$ cat src/rtl/apb_slave_regfile.sv
// APB register bank responder with a programmable number of wait states.
// Define APB_SLVERR_EN to flag out-of-range or unaligned accesses on Pslverr.
module apb_slave_regfile #(
   parameter logic [31:0] BASE_ADDR   = 32'h8000_0000,
   parameter int unsigned NUM_REGS    = 16,
   parameter int unsigned WAIT_STATES = 0
) (
   input  logic        Hclk,
   input  logic        Hresetn,
   input  logic        Psel,
   input  logic        Penable,
   input  logic        Pwrite,
   input  logic [31:0] Paddr,
   input  logic [31:0] Pwdata,
   output logic [31:0] Prdata,
   output logic        Pready,
   output logic        Pslverr
);
   localparam int unsigned IDX_W = $clog2(NUM_REGS);

   typedef enum logic [1:0] {ST_IDLE, ST_WAIT, ST_ACCESS} state_t;

   state_t           state_q;
   logic [3:0]       cnt_q;
   logic [31:0]      addr_q;
   logic [31:0]      wdata_q;
   logic             write_q;
   logic [31:0]      regs_q [NUM_REGS];
   logic [31:0]      prdata_q;
   logic             pready_q;
`ifdef APB_SLVERR_EN
   logic             slverr_q;
`endif

   logic             setup_d;
   logic             do_op_d;
   logic             op_write_d;
   logic             hit_d;
   logic [31:0]      op_addr_d;
   logic [31:0]      op_wdata_d;
   logic [31:0]      offset_d;
   logic [IDX_W-1:0] idx_d;

   // Zero-wait transfers act on the live bus at the setup edge; waited ones on the latched copy.
   always_comb begin
      setup_d = Psel & ~Penable;
      if (state_q == ST_WAIT) begin
         op_addr_d  = addr_q;
         op_write_d = write_q;
         op_wdata_d = wdata_q;
      end else begin
         op_addr_d  = Paddr;
         op_write_d = Pwrite;
         op_wdata_d = Pwdata;
      end
      offset_d = op_addr_d - BASE_ADDR;
      hit_d    = (offset_d[31:2] < 30'(NUM_REGS)) && (offset_d[1:0] == 2'b00);
      idx_d    = offset_d[IDX_W+1:2];
      do_op_d  = 1'b0;
      if (state_q == ST_WAIT) begin
         do_op_d = Psel && (cnt_q == 4'd1);
      end else if (WAIT_STATES == 0) begin
         do_op_d = setup_d;
      end
   end

   always_ff @(posedge Hclk or negedge Hresetn) begin
      if (!Hresetn) begin
         state_q  <= ST_IDLE;
         cnt_q    <= '0;
         addr_q   <= '0;
         wdata_q  <= '0;
         write_q  <= 1'b0;
         prdata_q <= '0;
         pready_q <= 1'b0;
         for (int unsigned i = 0; i < NUM_REGS; i++) begin
            regs_q[i] <= '0;
         end
`ifdef APB_SLVERR_EN
         slverr_q <= 1'b0;
`endif
      end else begin
         pready_q <= 1'b0;
`ifdef APB_SLVERR_EN
         slverr_q <= 1'b0;
`endif
         case (state_q)
            ST_WAIT: begin
               if (!Psel) begin
                  state_q <= ST_IDLE;
               end else begin
                  cnt_q <= cnt_q - 4'd1;
                  if (cnt_q == 4'd1) begin
                     state_q <= ST_ACCESS;
                  end
               end
            end
            default: begin
               state_q <= ST_IDLE;
               if (setup_d) begin
                  addr_q  <= Paddr;
                  write_q <= Pwrite;
                  wdata_q <= Pwdata;
                  if (WAIT_STATES == 0) begin
                     state_q <= ST_ACCESS;
                  end else begin
                     cnt_q   <= 4'(WAIT_STATES);
                     state_q <= ST_WAIT;
                  end
               end
            end
         endcase
         if (do_op_d) begin
            pready_q <= 1'b1;
            if (op_write_d) begin
               if (hit_d) begin
                  regs_q[idx_d] <= op_wdata_d;
               end
            end else begin
               prdata_q <= hit_d ? regs_q[idx_d] : '0;
            end
`ifdef APB_SLVERR_EN
            slverr_q <= ~hit_d;
`endif
         end
      end
   end

   assign Prdata = prdata_q;
   assign Pready = pready_q;
`ifdef APB_SLVERR_EN
   assign Pslverr = slverr_q;
`else
   assign Pslverr = 1'b0;
`endif

endmodule

$ cat config.mk
export PLATFORM = sky130hd
export DESIGN_NAME = apb_slave_regfile
export DESIGN_NICKNAME = d
export VERILOG_FILES = /design/src/rtl/apb_slave_regfile.sv
export SDC_FILE = /design/constraint.sdc
export NUM_CORES = 1
export LEC_CHECK = 0
export ABC_AREA = 1
export ABC_CLOCK_PERIOD_IN_PS = 2300
export BUFFER_PORTS_ARGS = -buffer_cell sky130_fd_sc_hd__buf_2
export CELL_PAD_IN_SITES_DETAIL_PLACEMENT = 1
export CELL_PAD_IN_SITES_GLOBAL_PLACEMENT = 2
export CORE_ASPECT_RATIO = 1.25
export CORE_MARGIN = 2
export CORE_UTILIZATION = 29
export DETAILED_ROUTE_END_ITERATION = 8
export PLACE_DENSITY_LB_ADDON = 0.3
export REMOVE_ABC_BUFFERS = 1
export SLEW_MARGIN = 5
export SYNTH_ARGS = -nofsm -noshare
export SYNTH_HDL_FRONTEND = slang
export SYNTH_SLANG_ARGS = --single-unit
$ cat constraint.sdc
create_clock -name Hclk -period 2.3 [get_ports Hclk]
set_input_delay 0.115 -clock Hclk [delete_from_list [all_inputs] [get_ports Hclk]]
set_output_delay 0.115 -clock Hclk [all_outputs]
set_load 0.03 [all_outputs]
; Word level (Yosys, flattened, before mapping)
; Cells that the tools add are included.
[word_totals]
register_bits = 616
input_bits = 69
out_inout_bits = 34
wordCells = 60
[classes]
add_sub_neg = 2
order_cmp = 3
eq_ne = 3
muxes = 16
bitwise = 5
n_reduce_logical = 8
[ops]
columns = op, count
row1 = 512-bit bitwise mux, 1
row2 = 32-bit 2-to-1 mux, 6
row3 = 32-bit binary-select mux with 4-bit select, 1
row4 = 32-bit demux with 4-bit select, 1
row5 = 32-bit subtractor (second input constant), 1
row6 = 30-bit by 5-bit less-than comparator with 1-bit output (second input constant), 1
row7 = 2-bit 2-to-1 mux, 4
row8 = 2-bit AND reduction, 3
row9 = 5-bit >= comparator (second input constant), 1
row10 = 5-bit by 1-bit less-than comparator with 1-bit output (second input constant), 1
row11 = 4-bit NOT with 5-bit output, 1
row12 = 4-bit by 1-bit equality test with 1-bit output (second input constant), 1
row13 = 4-bit by 1-bit subtractor with 4-bit output (second input constant), 1
row14 = 1-bit logical AND, 3
row15 = 1-bit 2-to-1 mux, 3
row16 = 3-bit by 2-bit != test with 1-bit output (second input constant), 1
row17 = 1-bit NOT, 3
row18 = 3-bit AND reduction, 1
row19 = 2-bit by 1-bit equality test with 1-bit output (second input constant), 1
row20 = 2-bit logical NOT, 1
row21 = 1-bit AND, 1

; Logic depth before layout (Yosys ltp)
[depth]
word_depth = 9
depth_mapped = 13
ltp_nobuf = 10

; Least setup slack after synthesis
; OpenSTA, ideal clock, no wires.
[synth_timing]
kind = input -> register
startpoint = input port Paddr[17]
endpoint = register regs_q[385] (netlist bit)
setup_time_ns = 0.117
t_arrival_ns = 1.242
required_time_ns = 2.183
slack_ns = 0.940
stages = 10
n_path_buf = 2
path_cell_list = nor2_1 nand2_1 nor2_1 nand2_1 nor2_4 buf_2 nand3_1 clkbuf_1 nand2_1 nand2_1
[synth_via]
elab_chain_len = 5
[synth_lines]
columns = item, line
row1 = start: declaration, 13  ; input logic [31:0] Paddr,
row2 = 32-bit 2-to-1 mux, 47  ; if (state_q == ST_WAIT) begin
row3 = 32-bit subtractor, 56  ; offset_d = op_addr_d - BASE_ADDR;
row4 = 30-bit by 5-bit less-than comparator with 1-bit output, 57  ; hit_d = (offset_d[31:2] < 30'(NUM_REGS)) && (offset_d[1:0] == 2'b00);
row5 = 1-bit logical AND, 57
row6 = 3-bit AND reduction (no line), n/a
row7 = end signal: indexed assignment, 117  ; regs_q[idx_d] <= op_wdata_d;
row8 = end: declaration, 28  ; logic [31:0] regs_q [NUM_REGS];
; No other way between the ends.
; A chain may end at the register's enable or synchronous reset.

; Final worst setup path
[layout_timing]
startpoint = input port Penable
endpoint = register regs_q[111] (netlist bit)
[layout_via]
elab_chain_len = 4
[layout_lines]
columns = item, line
row1 = start: declaration, 11  ; input logic Penable,
row2 = 1-bit NOT, 46  ; setup_d = Psel & ~Penable;
row3 = 1-bit AND, 46
row4 = 1-bit 2-to-1 mux, 60  ; if (state_q == ST_WAIT) begin
row5 = 3-bit AND reduction (no line), n/a
; No other way between the ends.

==> impl_table.tex <==
\begin{tabular}{lr}
\hline
Metric & Value \\
\hline
\multicolumn{2}{l}{\textbf{Run status}} \\
\quad Outcome & finished clean \\
\multicolumn{2}{l}{\textbf{CTS}} \\
\quad Maximum clock insertion buffer count & 3 \\
\quad CTS clock-pin slew for the worst setup and hold paths & $\sim$0.060 ns \\
\quad Total number of clock tree sinks & 545 \\
\quad TritonCTS clock tree & yes \\
\quad Root buffer selected by CTS & sky130\_fd\_sc\_hd\_\_clkbuf\_16 \\
\quad CTS buffer count & 61 \\
\quad Clock insertion delay at the later pin of the skew report & 0.67 ns \\
\quad Number of H-tree levels & 2 \\
\multicolumn{2}{l}{\textbf{Worst setup path}} \\
\quad Register-to-Register Path Depth & 10 \\
\quad Crit path largest cell delay & between 0.5 and 0.6 ns \\
\quad Kind of capture point of the worst setup path & flip-flop \\
\quad Category of cells accounting for the largest share of critical-path delay & buffers and inverters \\
\quad CP max FO & 50 \\
\quad Standard cell with the maximum stage delay on the critical path & sky130\_fd\_sc\_hd\_\_dlygate4sd3\_1 \\
\quad Cell repeated most along the worst path & sky130\_fd\_sc\_hd\_\_buf\_12 \\
\quad Category of the most critical setup path & in2reg \\
\quad Setup slack on the worst flop-to-flop path & $\sim$1.1 ns \\
\quad Critical-path cell list & dlygate4sd3\_1 -> buf\_2 -> nor3\_4 -> buf\_12 -> buf\_12 -> buf\_4 -> nand4\_1 -> nand2\_1 \\
\quad Arrival time worst endpoint & 2.16 ns \\
\quad Worst reg2reg startpoint & regs\_q[434] \\
\quad Crit path buffers/inverters & 5 \\
\quad Endpoint of the most critical register-to-register path & Prdata[18] \\
\quad Startpoint type of the worst setup path & input pin \\
\quad Data required, critical path & just under 3 ns \\
\multicolumn{2}{l}{\textbf{Floorplan}} \\
\quad Height of the die & roughly 360 µm \\
\quad Die area & 106200 µm² \\
\quad Horizontal die dimension & 291.8 µm \\
\quad Placeable core area & roughly 100000 µm² \\
\quad Number of ports placed on the die boundary & 103 \\
\quad Starting Density & 29.09\% \\
\quad Row cnt & 132 \\
\multicolumn{2}{l}{\textbf{Timing}} \\
\quad Shortest period the worst path allows & between 1.5 and 2 ns \\
\quad Number of hold violations in the final report & 0 \\
\quad Worst clock skew & 0.01711 ns \\
\quad Worst relative slew slack & 42.25\% \\
\quad RSZ-0062 raised after global routing & false \\
\quad Maximum clock frequency & 0.6407 GHz \\
\quad Final worst slack & 0.7392 ns \\
\quad Period Utilization, post-route & 67.86\% \\
\quad Worst slew pin tran & between 0.8 and 0.9 ns \\
\quad Final number of max-transition violations & 0 \\
\quad Final-report setup violation count & 0 \\
\multicolumn{2}{l}{\textbf{Yosys}} \\
\quad Yosys synthesis warning count & 0 \\
\quad Avg Cell Area, Syn & between 6 and 7 µm² \\
\quad Leading post-synthesis cells by cell area & sky130\_fd\_sc\_hd\_\_dfrtp\_1, sky130\_fd\_sc\_hd\_\_nand2\_1, sky130\_fd\_sc\_hd\_\_nand4\_1 \\
\quad Unique cell type count in the Yosys netlist & 19 \\
\quad Sequential fraction of the synthesis area & 45.41\% \\
\quad Largest area contributor in the netlist & sky130\_fd\_sc\_hd\_\_dfrtp\_1 \\
\quad Flops \& latches, synth & 545 \\
\quad Fraction of post-synthesis cell area in the top cell type by area & a little under half \\
\quad Cell count after synthesis & 4526 \\
\quad Cell area after synthesis & between 30000 and 40000 µm² \\
\multicolumn{2}{l}{\textbf{Hold path}} \\
\quad Cells on Worst Hold Path & 6 \\
\quad Beginning of the worst hold path & Psel \\
\quad Hold endpoint & regs\_q[410] \\
\quad Worst Hold Class & in2reg \\
\multicolumn{2}{l}{\textbf{Pwr}} \\
\quad Part of the total power dissipated in combinational logic & 9.8\% \\
\quad Sequential share of power & between 40\% and 50\% \\
\quad Post-layout total power & 22.10 mW \\
\quad Switching component of the power & 6.041 mW \\
\quad Total power divided by cell area & roughly 630 nW/µm² \\
\quad Fraction of power spent switching nets & 27.34\% \\
\quad Clk pwr share & 46.8\% \\
\quad Total internal power & 16.05 mW \\
\quad Leak Pwr & about 19 nW \\
\quad Maximum ir drop on the vdd rail & 0.0005351 V \\
\multicolumn{2}{l}{\textbf{Global route}} \\
\quad Total gr overflow & 0 \\
\quad Wire length of the first global-routing pass & 192700 µm \\
\quad Largest net degree at the start of global routing & 90 \\
\quad Initial antenna violation count & 2 \\
\quad Global Route Usage Sum & a little under a quarter \\
\quad Vias in the first global route & 30.22k \\
\multicolumn{2}{l}{\textbf{Drt}} \\
\quad DRC violation count after routing & 0 \\
\quad Met3 routed wirelength & 4706 µm \\
\quad Mean number of vias per cell & 4.940 \\
\quad Count of routing violations after the opening detailed-route iteration & 2139 \\
\quad Average wire per cell in the routed design & 21.31 µm \\
\quad Drt total wl & between 100000 and 150000 µm \\
\quad Metal1 wirelength & 55820 µm \\
\quad Top routing layer in use & met4 \\
\quad Total met2 wirelength after detailed routing & 61200 µm \\
\quad Count of TritonRoute iterations in the first routing pass & 5 \\
\quad Number of nets with antenna violations after detailed routing & 0 \\
\quad Vias after detailed routing & just under 30k \\
\multicolumn{2}{l}{\textbf{Finish}} \\
\quad Layout cells sized above 1 & between 8 and 9\% \\
\quad Final antenna diode count & 0 \\
\quad Layout-stage area growth over the synthesis result & 17.21\% \\
\quad Fill cell total of the finished layout & 12.81k \\
\quad Net total in the final layout & between 4k and 5k \\
\quad Design Area, Final & 35200 µm² \\
\multicolumn{2}{l}{\textbf{Run}} \\
\quad Max-cap violation count & 0 \\
\multicolumn{2}{l}{\textbf{Placement}} \\
\quad Number of port buffers & 101 \\
\quad Post-place instance area & 32790 µm² \\
\quad Worst slack after detailed placement & about 0.21 ns \\
\quad Last weighted congestion value of the routability-driven placer & 0.7575 \\
\quad Estimated wirelength of the detail-placed design & between 70000 and 80000 µm \\
\hline
\end{tabular}
[area by class of cell]
cell class / count / area (µm²) / area share, %
tap: 1340 / 1677 / 4.763
timing repair buffer: 293 / 2769 / 7.867
sequential: 545 / 13640 / 38.75
inverter: 522 / 1972 / 5.602
clock buffer: 91 / 1789 / 5.083
multi-input combinational: 3079 / 13110 / 37.25
clock inverter: 19 / 241.5 / 0.6861
[flip-flops by register name, indices dropped and copies added (netlist names)]
name / count
regs_q: 512
Prdata: 32
Pready: 1
[worst reg2reg max path, delay by kind of cell, from the launching register on]
kind,cells,cell delay [ns]
buffers and inverters,1,0.05
AND/OR/NAND/NOR,9,0.72
flip-flops,1,0.38
[repair_timing]
action | 4_1_cts | 5_1_grt
gates resized for setup | 0 | 0
endpoints found under the setup margin | 0 | 0
hold buffers | 36 | 0
endpoints found under the hold margin | 842 | 0
setup buffers | 0 | 0
[through the flow]
stage                     instances  utilization (%)  hold WS [ns]  setup TNS (ns)
after floorplan                4146                -       -0.1806        -9518.19
after global placement         5743            31.76        0.1059               0
after detailed placement       5743            31.76        0.1081               0
after CTS                      5889            34.10       0.06882               0
after global routing           5889            34.10        0.1177               0
final                          5889            34.10       0.09568               0
[worst max path at each step]
stage,from,end,slack [ns],cells after the start
2_1_floorplan,Pwrite,regs_q[0],-18.61,5
3_3_place_gp,Paddr[3],regs_q[336],0.24,8
3_5_place_dp,Paddr[3],regs_q[398],0.21,6
4_1_cts,Penable,regs_q[220],0.77,8
5_1_grt,Penable,regs_q[50],0.64,8
6_report,Penable,regs_q[111],0.74,8
[synth_stat cells (all sizes together)]
cell type	count
and2	2
buf	101
clkbuf	279
conb	1
dfrtp	545
inv	522
nand2	2477
nand3	16
nand3b	1
nand4	512
nor2	68
nor3	2
[routing by layer]
layer / up-vias / global-route usage (%)
met4: 0 / 7.004
met2: 497 / 42.27
met1: 14620 / 30.34
li1: 13810 / -
met5: - / 0
met3: 162 / 2.853
[power groups by stage]
stage / sequential, mW / clock (mW) / combinational [mW]
after CTS: 9.59 / 10.6 / 2.19
after global placement: 9.76 / 0 / 2.13
after detailed placement: 9.76 / 0 / 2.13
after floorplan: 9.77 / 0 / 0.845
after global routing: 9.58 / 10.9 / 2.39
final: 9.59 / 10.4 / 2.16
[layout by cell type, fill, tap and decap left out, types with 2 or more instances in the layout]
| cell | n |
|---|---|
| sky130_fd_sc_hd__nand2_1 | 2476 |
| sky130_fd_sc_hd__dfrtp_1 | 545 |
| sky130_fd_sc_hd__inv_1 | 517 |
| sky130_fd_sc_hd__nand4_1 | 512 |
| sky130_fd_sc_hd__buf_4 | 101 |
| sky130_fd_sc_hd__buf_2 | 98 |
| sky130_fd_sc_hd__clkbuf_16 | 61 |
| sky130_fd_sc_hd__buf_12 | 55 |
| sky130_fd_sc_hd__nor2_1 | 49 |
| sky130_fd_sc_hd__dlygate4sd3_1 | 35 |
| sky130_fd_sc_hd__nor2_4 | 19 |
| sky130_fd_sc_hd__nand3_2 | 16 |
| sky130_fd_sc_hd__clkbuf_8 | 15 |
| sky130_fd_sc_hd__clkbuf_1 | 15 |
| sky130_fd_sc_hd__clkinv_2 | 7 |
| sky130_fd_sc_hd__bufinv_16 | 5 |
| sky130_fd_sc_hd__clkinvlp_4 | 4 |
| sky130_fd_sc_hd__inv_6 | 3 |
| sky130_fd_sc_hd__inv_2 | 3 |
| sky130_fd_sc_hd__and2_1 | 2 |
| sky130_fd_sc_hd__buf_8 | 2 |
[kinds of logic after synthesis]
kind of cell           after synthesis  share of synthesized area [%]
other                                1                        0.01249
buffers and inverters              902                          11.67
flip-flops                         545                          45.41
AND/OR/NAND/NOR                   3078                          42.90
Power figures use the tool's default switching activity.
